### config.mk
export PLATFORM = sky130hd
export DESIGN_NAME = psg_ecfs_lvdcdc_sd_adc_trip
export DESIGN_NICKNAME = d
export VERILOG_FILES = /design/src/rtl/psg_ecfs_lvdcdc_sd_adc_trip.sv
export SDC_FILE = /design/constraint.sdc
export NUM_CORES = 1
export LEC_CHECK = 0
export ABC_CLOCK_PERIOD_IN_PS = 5800
export CORE_MARGIN = 10
export CORE_UTILIZATION = 56
export CTS_BUF_LIST = sky130_fd_sc_hd__clkbuf_8
export CTS_CLUSTER_DIAMETER = 60
export DETAILED_ROUTE_END_ITERATION = 8
export PLACE_DENSITY = 0.88
export SYNTH_ARGS = -nofsm -noshare
export SYNTH_HDL_FRONTEND = slang
export SYNTH_SLANG_ARGS = --single-unit
### constraint.sdc
create_clock -name clk_adc -period 5.8 [get_ports clk_adc]
set_input_delay 0.58 -clock clk_adc [delete_from_list [all_inputs] [get_ports clk_adc]]
set_output_delay 0.58 -clock clk_adc [all_outputs]
set_load 0.005 [all_outputs]
### src/rtl/psg_ecfs_lvdcdc_sd_adc_trip.sv
// Sigma-delta ADC protection trip for the LV DC/DC stage.
// Filters per-sample overcurrent (phase A/B), overvoltage and ADC saturation
// conditions and sequences DISABLED -> BLANK -> ARMED -> TRIPPED.
// Ports:
//   clk_adc, reset_n         : clock (shared with ADC), async active-low reset
//   sample_i_phase_a/b       : signed 13-bit phase current samples
//   sample_v_out             : signed 13-bit output voltage sample
//   sample_valid             : one-cycle strobe for new samples
//   out_of_range             : ADC saturation flag, qualified by sample_valid
//   oc_limit / ov_limit      : unsigned OC magnitude limit / signed OV limit
//   enable / fault_clear     : arm request level / clear request pulse
//   trip / pwm_enable_out    : registered state decodes
//   fault_status             : sticky cause {adc_range, ov, oc_b, oc_a}
//   state                    : current FSM state
`timescale 1ns/1ps
module psg_ecfs_lvdcdc_sd_adc_trip #(
  parameter int unsigned FILTER_COUNT  = 3,
  parameter int unsigned BLANK_SAMPLES = 16
) (
  input  logic        clk_adc,
  input  logic        reset_n,
  input  logic [12:0] sample_i_phase_a,
  input  logic [12:0] sample_i_phase_b,
  input  logic [12:0] sample_v_out,
  input  logic        sample_valid,
  input  logic        out_of_range,
  input  logic [11:0] oc_limit,
  input  logic [12:0] ov_limit,
  input  logic        enable,
  input  logic        fault_clear,
  output logic        trip,
  output logic        pwm_enable_out,
  output logic [3:0]  fault_status,
  output logic [1:0]  state
);

  localparam int unsigned SW = 13;
  localparam int unsigned CW = 4;
  localparam int unsigned BW = 8;
  localparam int unsigned NC = 4;

  localparam logic [CW-1:0] FC_MAX     = CW'(FILTER_COUNT);
  localparam logic [BW-1:0] BLANK_LAST = BW'(BLANK_SAMPLES - 1);

  typedef enum logic [1:0] {
    ST_DISABLED = 2'b00,
    ST_BLANK    = 2'b01,
    ST_ARMED    = 2'b10,
    ST_TRIPPED  = 2'b11
  } state_e;

  state_e               state_q, state_d;
  logic [BW-1:0]        blank_q, blank_d;
  logic [NC-1:0][CW-1:0] cnt_q, cnt_d;
  logic [NC-1:0]        fs_q, fs_d;
  logic                 trip_q, pwm_q;

  logic [SW-1:0]        abs_a_c, abs_b_c;
  logic [NC-1:0]        cond_c;
  logic [NC-1:0]        qual_c;

  // Two's-complement magnitude; -4096 maps to 13'h1000 (4096 unsigned).
  assign abs_a_c = sample_i_phase_a[SW-1] ? (~sample_i_phase_a + SW'(1)) : sample_i_phase_a;
  assign abs_b_c = sample_i_phase_b[SW-1] ? (~sample_i_phase_b + SW'(1)) : sample_i_phase_b;

  // Raw per-sample conditions, bit order {adc_range, ov, oc_b, oc_a}.
  assign cond_c[0] = abs_a_c > {1'b0, oc_limit};
  assign cond_c[1] = abs_b_c > {1'b0, oc_limit};
  assign cond_c[2] = $signed(sample_v_out) > $signed(ov_limit);
  assign cond_c[3] = out_of_range;

  // Filter counters, blanking counter and state sequencing.
  always_comb begin
    cnt_d   = cnt_q;
    qual_c  = '0;
    state_d = state_q;
    fs_d    = fs_q;
    blank_d = '0;

    for (int i = 0; i < NC; i++) begin
      if (sample_valid) begin
        if (cond_c[i]) begin
          if (cnt_q[i] != FC_MAX) cnt_d[i] = cnt_q[i] + CW'(1);
          // Qualifies only on the sample that brings the count up to the limit.
          qual_c[i] = (cnt_q[i] == FC_MAX - CW'(1));
        end else begin
          cnt_d[i] = '0;
        end
      end
    end

    case (state_q)
      ST_DISABLED: begin
        if (enable) state_d = ST_BLANK;
      end
      ST_BLANK: begin
        if (!enable) begin
          state_d = ST_DISABLED;
        end else if (sample_valid) begin
          if (blank_q == BLANK_LAST) state_d = ST_ARMED;
          else                       blank_d = blank_q + BW'(1);
        end else begin
          blank_d = blank_q;
        end
      end
      ST_ARMED: begin
        // A fault wins over a simultaneous enable drop.
        if (|qual_c) begin
          state_d = ST_TRIPPED;
          fs_d    = qual_c;
        end else if (!enable) begin
          state_d = ST_DISABLED;
        end
      end
      ST_TRIPPED: begin
        if (fault_clear) state_d = enable ? ST_BLANK : ST_DISABLED;
      end
    endcase

    // Counters only run in ARMED/TRIPPED; any path into DISABLED/BLANK wipes them.
    if (state_q == ST_DISABLED || state_q == ST_BLANK ||
        state_d == ST_DISABLED || state_d == ST_BLANK) begin
      cnt_d = '0;
    end
    if (state_d != ST_TRIPPED) fs_d = '0;
  end

  // State and output registers.
  always_ff @(posedge clk_adc or negedge reset_n) begin
    if (!reset_n) begin
      state_q <= ST_DISABLED;
      blank_q <= '0;
      cnt_q   <= '0;
      fs_q    <= '0;
      trip_q  <= 1'b0;
      pwm_q   <= 1'b0;
    end else begin
      state_q <= state_d;
      blank_q <= blank_d;
      cnt_q   <= cnt_d;
      fs_q    <= fs_d;
      trip_q  <= (state_d == ST_TRIPPED);
      pwm_q   <= (state_d == ST_ARMED);
    end
  end

  assign trip           = trip_q;
  assign pwm_enable_out = pwm_q;
  assign fault_status   = fs_q;
  assign state          = state_q;

endmodule

## Word-level counts from Yosys, hierarchy flattened

Cells that the tools add are included.

- $add $sub $neg: 7
- $mul: 0
- Div/mod/pow operators: 0
- Magnitude comparators: 3
- Eq/ne operators: 21
- Shift-type cells: 0
- Muxes and demuxes: 39
- Bitwise gates (word level): 2
- Reduce and logical (&&, ||, !) cells: 14

Operators with widths:

| cell | number |
|---|---|
| 4-bit two-way mux | 15 |
| 8-bit two-way mux | 4 |
| 13-bit by 1-bit adder with 13-bit output (second input constant) | 2 |
| 13-bit by 12-bit greater-than comparator with 1-bit output | 2 |
| 13-bit two-way mux | 2 |
| 13-bit NOT | 2 |
| 4-bit by 1-bit adder with 4-bit output (second input constant) | 4 |
| 4-bit by 2-bit == test with 1-bit output (second input constant) | 4 |
| 16-bit two-way mux | 1 |
| 4-bit by 2-bit != test with 1-bit output (second input constant) | 4 |
| 2-bit two-way mux | 7 |
| 13-bit greater-than comparator | 1 |
| 3-bit by 1-bit != test with 1-bit output (second input constant) | 4 |
| 2-bit AND reduction | 5 |
| 1-bit two-way mux | 9 |
| 8-bit by 1-bit adder with 8-bit output (second input constant) | 1 |
| 2-bit == test (second input constant) | 4 |
| 8-bit by 4-bit == test with 1-bit output (second input constant) | 1 |
| 2-bit one-hot mux with 4 select lines | 1 |
| 2-bit nonzero test | 3 |
| 2-bit by 1-bit == test with 1-bit output (second input constant) | 2 |
| 2-bit zero test | 2 |
| 4-bit OR reduction | 1 |
| 1-bit logical OR | 3 |
| 2 further kinds | 2 |

- Bits in registers: 32
- Bits in latches: 0
- Bits in writable memories: 0
- ROM bits: 0
- Memories: 0

## Logic depth before layout (Yosys ltp)

- Word-level depth: 14
- Mapped depth: 16
- Depth with buffers taken out: 14

## Worst setup path after synthesis

No wires, ideal clock.

- Path kind: input port to flip-flop
- Start: in sample_i_phase_a[6]
- End: reg cnt_q[14] in the netlist's numbering
- Data arrival time: 3478 ps
- Data required time: 5676 ps
- Slack: 2198 ps
- Cell stages on the path: 15
- Buffers on the path: 2
- Path through: nor4_2 > nand3_1 > o31ai_1 > xnor2_1 > ha_1 > a21o_1 > a21oi_1 > o21ai_0 > o31ai_1 > a21oi_4 > o41ai_4 > and2_1 > buf_6 > buf_12 > nor2_4

- Cells in the longest elaborated chain, start to end: 14

RTL lines:

| element | line | RTL |
|---|---|---|
| start: declaration | 22 | `input logic [12:0] sample_i_phase_a,` |
| 13-bit NOT | 63 | `assign abs_a_c = sample_i_phase_a[SW-1] ? (~sample_i_phase_a + SW'(1)) : sample_i_phase_a;` |
| 13-bit by 1-bit adder with 13-bit output | 63 |  |
| 13-bit two-way mux * | 63 |  |
| 13-bit by 12-bit greater-than comparator with 1-bit output * | 67 | `assign cond_c[0] = abs_a_c > {1'b0, oc_limit};` |
| 1-bit two-way mux * | 82 | `if (cond_c[i]) begin` |
| 1-bit two-way mux * | 81 | `if (sample_valid) begin` |
| 4-bit OR reduction * | 108 | `if (\|qual_c) begin` |
| 2-bit two-way mux * | 108 |  |
| 2-bit one-hot mux with 4 select lines * | 92 | `case (state_q)` |
| 2-bit zero test | 122 | `state_d == ST_DISABLED \|\| state_d == ST_BLANK) begin` |
| 1-bit logical OR | 121 | `if (state_q == ST_DISABLED \|\| state_q == ST_BLANK \|\|` |
| 1-bit logical OR * | 122 |  |
| 3-bit by 1-bit != test with 1-bit output (no line) or 2-bit nonzero test (tied branches) | n/a |  |
| 2-bit AND reduction (no line) | n/a |  |
| end signal: assignment | 140 | `cnt_q <= cnt_d;` |
| end: declaration | 54 | `logic [NC-1:0][CW-1:0] cnt_q, cnt_d;` |

Every way passes the cells marked *; elsewhere a longest branch is shown, timed or not.
A chain may end at the register's enable or synchronous reset.

## Final worst setup path

- Start: in sample_i_phase_a[6]
- End: reg cnt_q[0] in the netlist's numbering

- Cells in the longest elaborated chain, start to end: 14

RTL lines:

| element | line |
|---|---|
| 13-bit NOT | 63 |
| 13-bit by 1-bit adder with 13-bit output | 63 |
| 13-bit two-way mux * | 63 |
| 13-bit by 12-bit greater-than comparator with 1-bit output * | 67 |
| 1-bit two-way mux | 82 |
| 1-bit two-way mux | 81 |
| 4-bit OR reduction | 108 |
| 2-bit two-way mux | 108 |
| 2-bit one-hot mux with 4 select lines | 92 |
| 2-bit zero test | 122 |
| 1-bit logical OR | 121 |
| 1-bit logical OR | 122 |
| 3-bit by 1-bit != test with 1-bit output (no line) or 2-bit nonzero test (tied branches) | n/a |
| 2-bit AND reduction (no line) | n/a |

Every way passes the cells marked *; elsewhere a longest branch is shown, timed or not. The select of a mux whose other input is x is not followed.

==> flow_summary.toml <==
[global_routing]
grt_pass1_wl_mm = 14.63
antenna_found_initial = 0
grt_pass1_vias = 3073
grt_max_degree = 33
grt_util_all_layers_pct = 18.20
grt_overflow = 0

[pwr]
p_per_area_nw_per_um2 = 145.1
netSwitchingFraction_pct = 31.19
seq_power_share_pct = 37.1
p_clk_share_pct = 29.7
p_leak_nw = 1.824
p_int_uw = 420.9
switchingPower_uw = 190.9
ir_worst_vdd_v = 0.0001954
comb_power_share_pct = 33.2

[sta]
report.final.slew_viol_count = 0
tightest_slew_ns = 0.7902
layout_min_cycle_time_ns = 4.367
setup_viol = 0
relSlewSlack_pct = 47.15
rsz0062_at_grt = "no"
clock.fmax_mhz = 229.0
finalClockSkew_ns = 0.01205
finalHoldViolations = 0
tns_ns = 0
fin_crit_sh_pct = 75.28

[yosys]
synth_cell_type_count = 57
ys.flop_type = "dfrtp_1"
ys_seq_area_share_pct = 24.30
synth_edf_count = 0
syn-num-nets = 497
synth_area_um2 = 3296
syn_inst = 379
async_flop_share_pct = 100.0
ys_ff_latch = 32
syn_area_per_cell_um2 = 8.696
ys_warn_count = 0

[floorplan]
io_pins = 78
die-area_um2 = 9354
start_util_pct = 58.77
coreArea_um2 = 5608
row_count = 27
die_w_um = 96.72
die-height_um = 96.72

[placed_design]
dp_cells = 524
portBuffers = 77
dpl.hpwl_mm = 7.236
gp_congestion = 0.9502

[clocking]
cts_resized = 0
cts_max_level = 2
tritoncts = "yes"
cts_buffer_depth = 2
cts_hold_buffers = 0
clk_latency_ns = 0.29
cts_root_buf = "clkbuf_8"
numCtsBuffers = 5
clk_pin_slew_worst_paths_ns = 0.07
cts_setup_buffers = 0
cts.sinks = 32

[routing]
routed_wl_mm = 8.865
vias_per_cell = 5.936
drc = 0
firstDrtPassIters = 4
wl_per_cell_um = 16.66
drtIter0Drc = 184
dr_total_vias = 3158
drtAntennaViolNets = 0

[layout]
mostFrequentLayoutCell = "clkdlybuf4s50_1"
antennaDiodeCount = 0
layout_common_cells = "clkdlybuf4s50_1 (77), ha_1 (48), inv_1 (37), nand2_1 (33), dfrtp_1 (32)"
drive_gt1_share_pct = 7.391
final_nets = 577
instances_no_fill = 532
syn2layout_area_growth_pct = 27.94

[setup_path]
worst_path_largest_cell_delay_ns = 0.49
critPathMostFrequentCell = "o31ai_1"
critPathKind = "input pin to flip-flop"
critPathCaptureType = "flip-flop"
critPathRequiredTime_ns = 5.92
crit_path_start_kind = "input pin"
path_max_fanout = 16
worstPathArrival_ns = 4.49
r2r_cells = 9
path_cells = "clkdlybuf4s50_1, nor4_2, nand3_1, o31ai_1, xnor2_1, ha_1, a21o_1, a21oi_1, o21ai_0, o31ai_1, a21oi_4, o41ai_4, and2_1, buf_4, a311oi_2"
slowest_stage = "o31ai_1"

[run]
max_cap_viol_count = 0

[worst_hold_path]
hold_depth = 2
worstHoldPathType = "flip-flop to flip-flop"

[status]
outcome = "complete, no violations"
-- flip-flops by register name (all words and copies together), names as in the netlist --
signal          cells
pwm_enable_out      1
cnt_q              16
state               2
fault_status        4
trip                1
blank_q             8
-- Yosys cell counts, drive strengths merged, types with 2 or more instances --
cell type	n	share of area, %
nor2	23	4.5
o41ai	3	1.4
and3	9	1.7
nand2	33	3.8
dfrtp	32	24
nand4	8	1.5
a21o	2	0.46
inv	37	4.2
nor3b	4	0.91
a2111oi	2	0.53
o21a	4	0.95
nor2b	6	1.1
nor3	8	1.2
or3b	2	0.53
a31oi	2	0.38
xnor2	21	5.6
nand3b	6	1.4
nand4b	2	0.53
ha	48	18
nor4	4	1.1
or4b	3	0.91
a32oi	2	0.53
and2	2	0.42
o21ai	22	3.3
clkbuf	3	0.34
or3	6	1.1
o31ai	7	1.6
xor2	4	1.1
nand3	15	2.3
a22oi	3	0.68
nand2b	7	1.3
a21oi	30	6.3
a311oi	2	0.91
a211oi	2	0.46
buf	3	1.1
o21bai	2	0.46
-- power groups by stage --
stage          combinational, mW  sequential, mW  clock, mW
5_1_grt                    0.224           0.227      0.195
4_1_cts                    0.203           0.227      0.182
3_3_place_gp               0.189           0.231          0
2_1_floorplan              0.110           0.231          0
6_report                   0.203           0.227      0.181
3_5_place_dp               0.200           0.231          0
-- per-stage QoR --
stage                     cell area [µm²]  hold slack (ns)  util [%]  power (mW)  setup slack, ns
final                                4217           0.5513     75.19      0.6118            1.433
after global routing                 4217           0.5641     75.19      0.6461            1.162
after CTS                            4217           0.5492     75.19      0.6117            1.440
after detailed placement             4124           0.5313     73.54      0.4316            1.171
after global placement               4124           0.5235     73.54      0.4205            1.444
after floorplan                      3296           0.2844         -      0.3407            2.198
-- worst max-delay path, delay by kind of cell --
family	cells	cell delay, ns
xor gates and xnor gates	1	0.16
and+or+nand+nor	3	0.73
AOI/OAI and AO/OA	8	1.94
buffers and inverters	2	0.81
adders and majority gates	1	0.26
-- cell type report --
cell class	count	area (µm²)
inverter	37	138.9
sequential	32	800.8
multi-input combinational	304	2308
clock buffer	6	82.58
fill	391	1391
clock inverter	2	10.01
tap	72	90.09
timing repair buffer	79	785.8
-- final timing paths --
check,slack [ns],start,end
min in group asynchronous,0.68,reset_n,blank_q[7]
worst max register to register,3.26,blank_q[0],pwm_enable_out
worst min register to register,0.55,fault_status[2],fault_status[2]
max in group asynchronous,4.82,reset_n,cnt_q[13]
worst min-delay path,0.55,fault_status[2],fault_status[2]
worst max-delay path,1.43,sample_i_phase_a[6],cnt_q[0]
-- cell families after synthesis --
group,share of synthesized area [%]
adders and majority gates,18.22
AOI/OAI and AO/OA,19.51
xor gates and xnor gates,6.644
buffers and inverters,5.657
DFF,24.30
and+or+nand+nor,25.02
muxes,0.6454
-- per-layer routing --
layer  routed length, µm  vias up  GRT usage, %
li1                    -     1533             -
met1                3718     1499         21.30
met2                4506      112         31.95
met3                 469       14         3.691
met4                 170        0         6.313
met5                   0        -             0
Power figures use the tool's default switching activity.
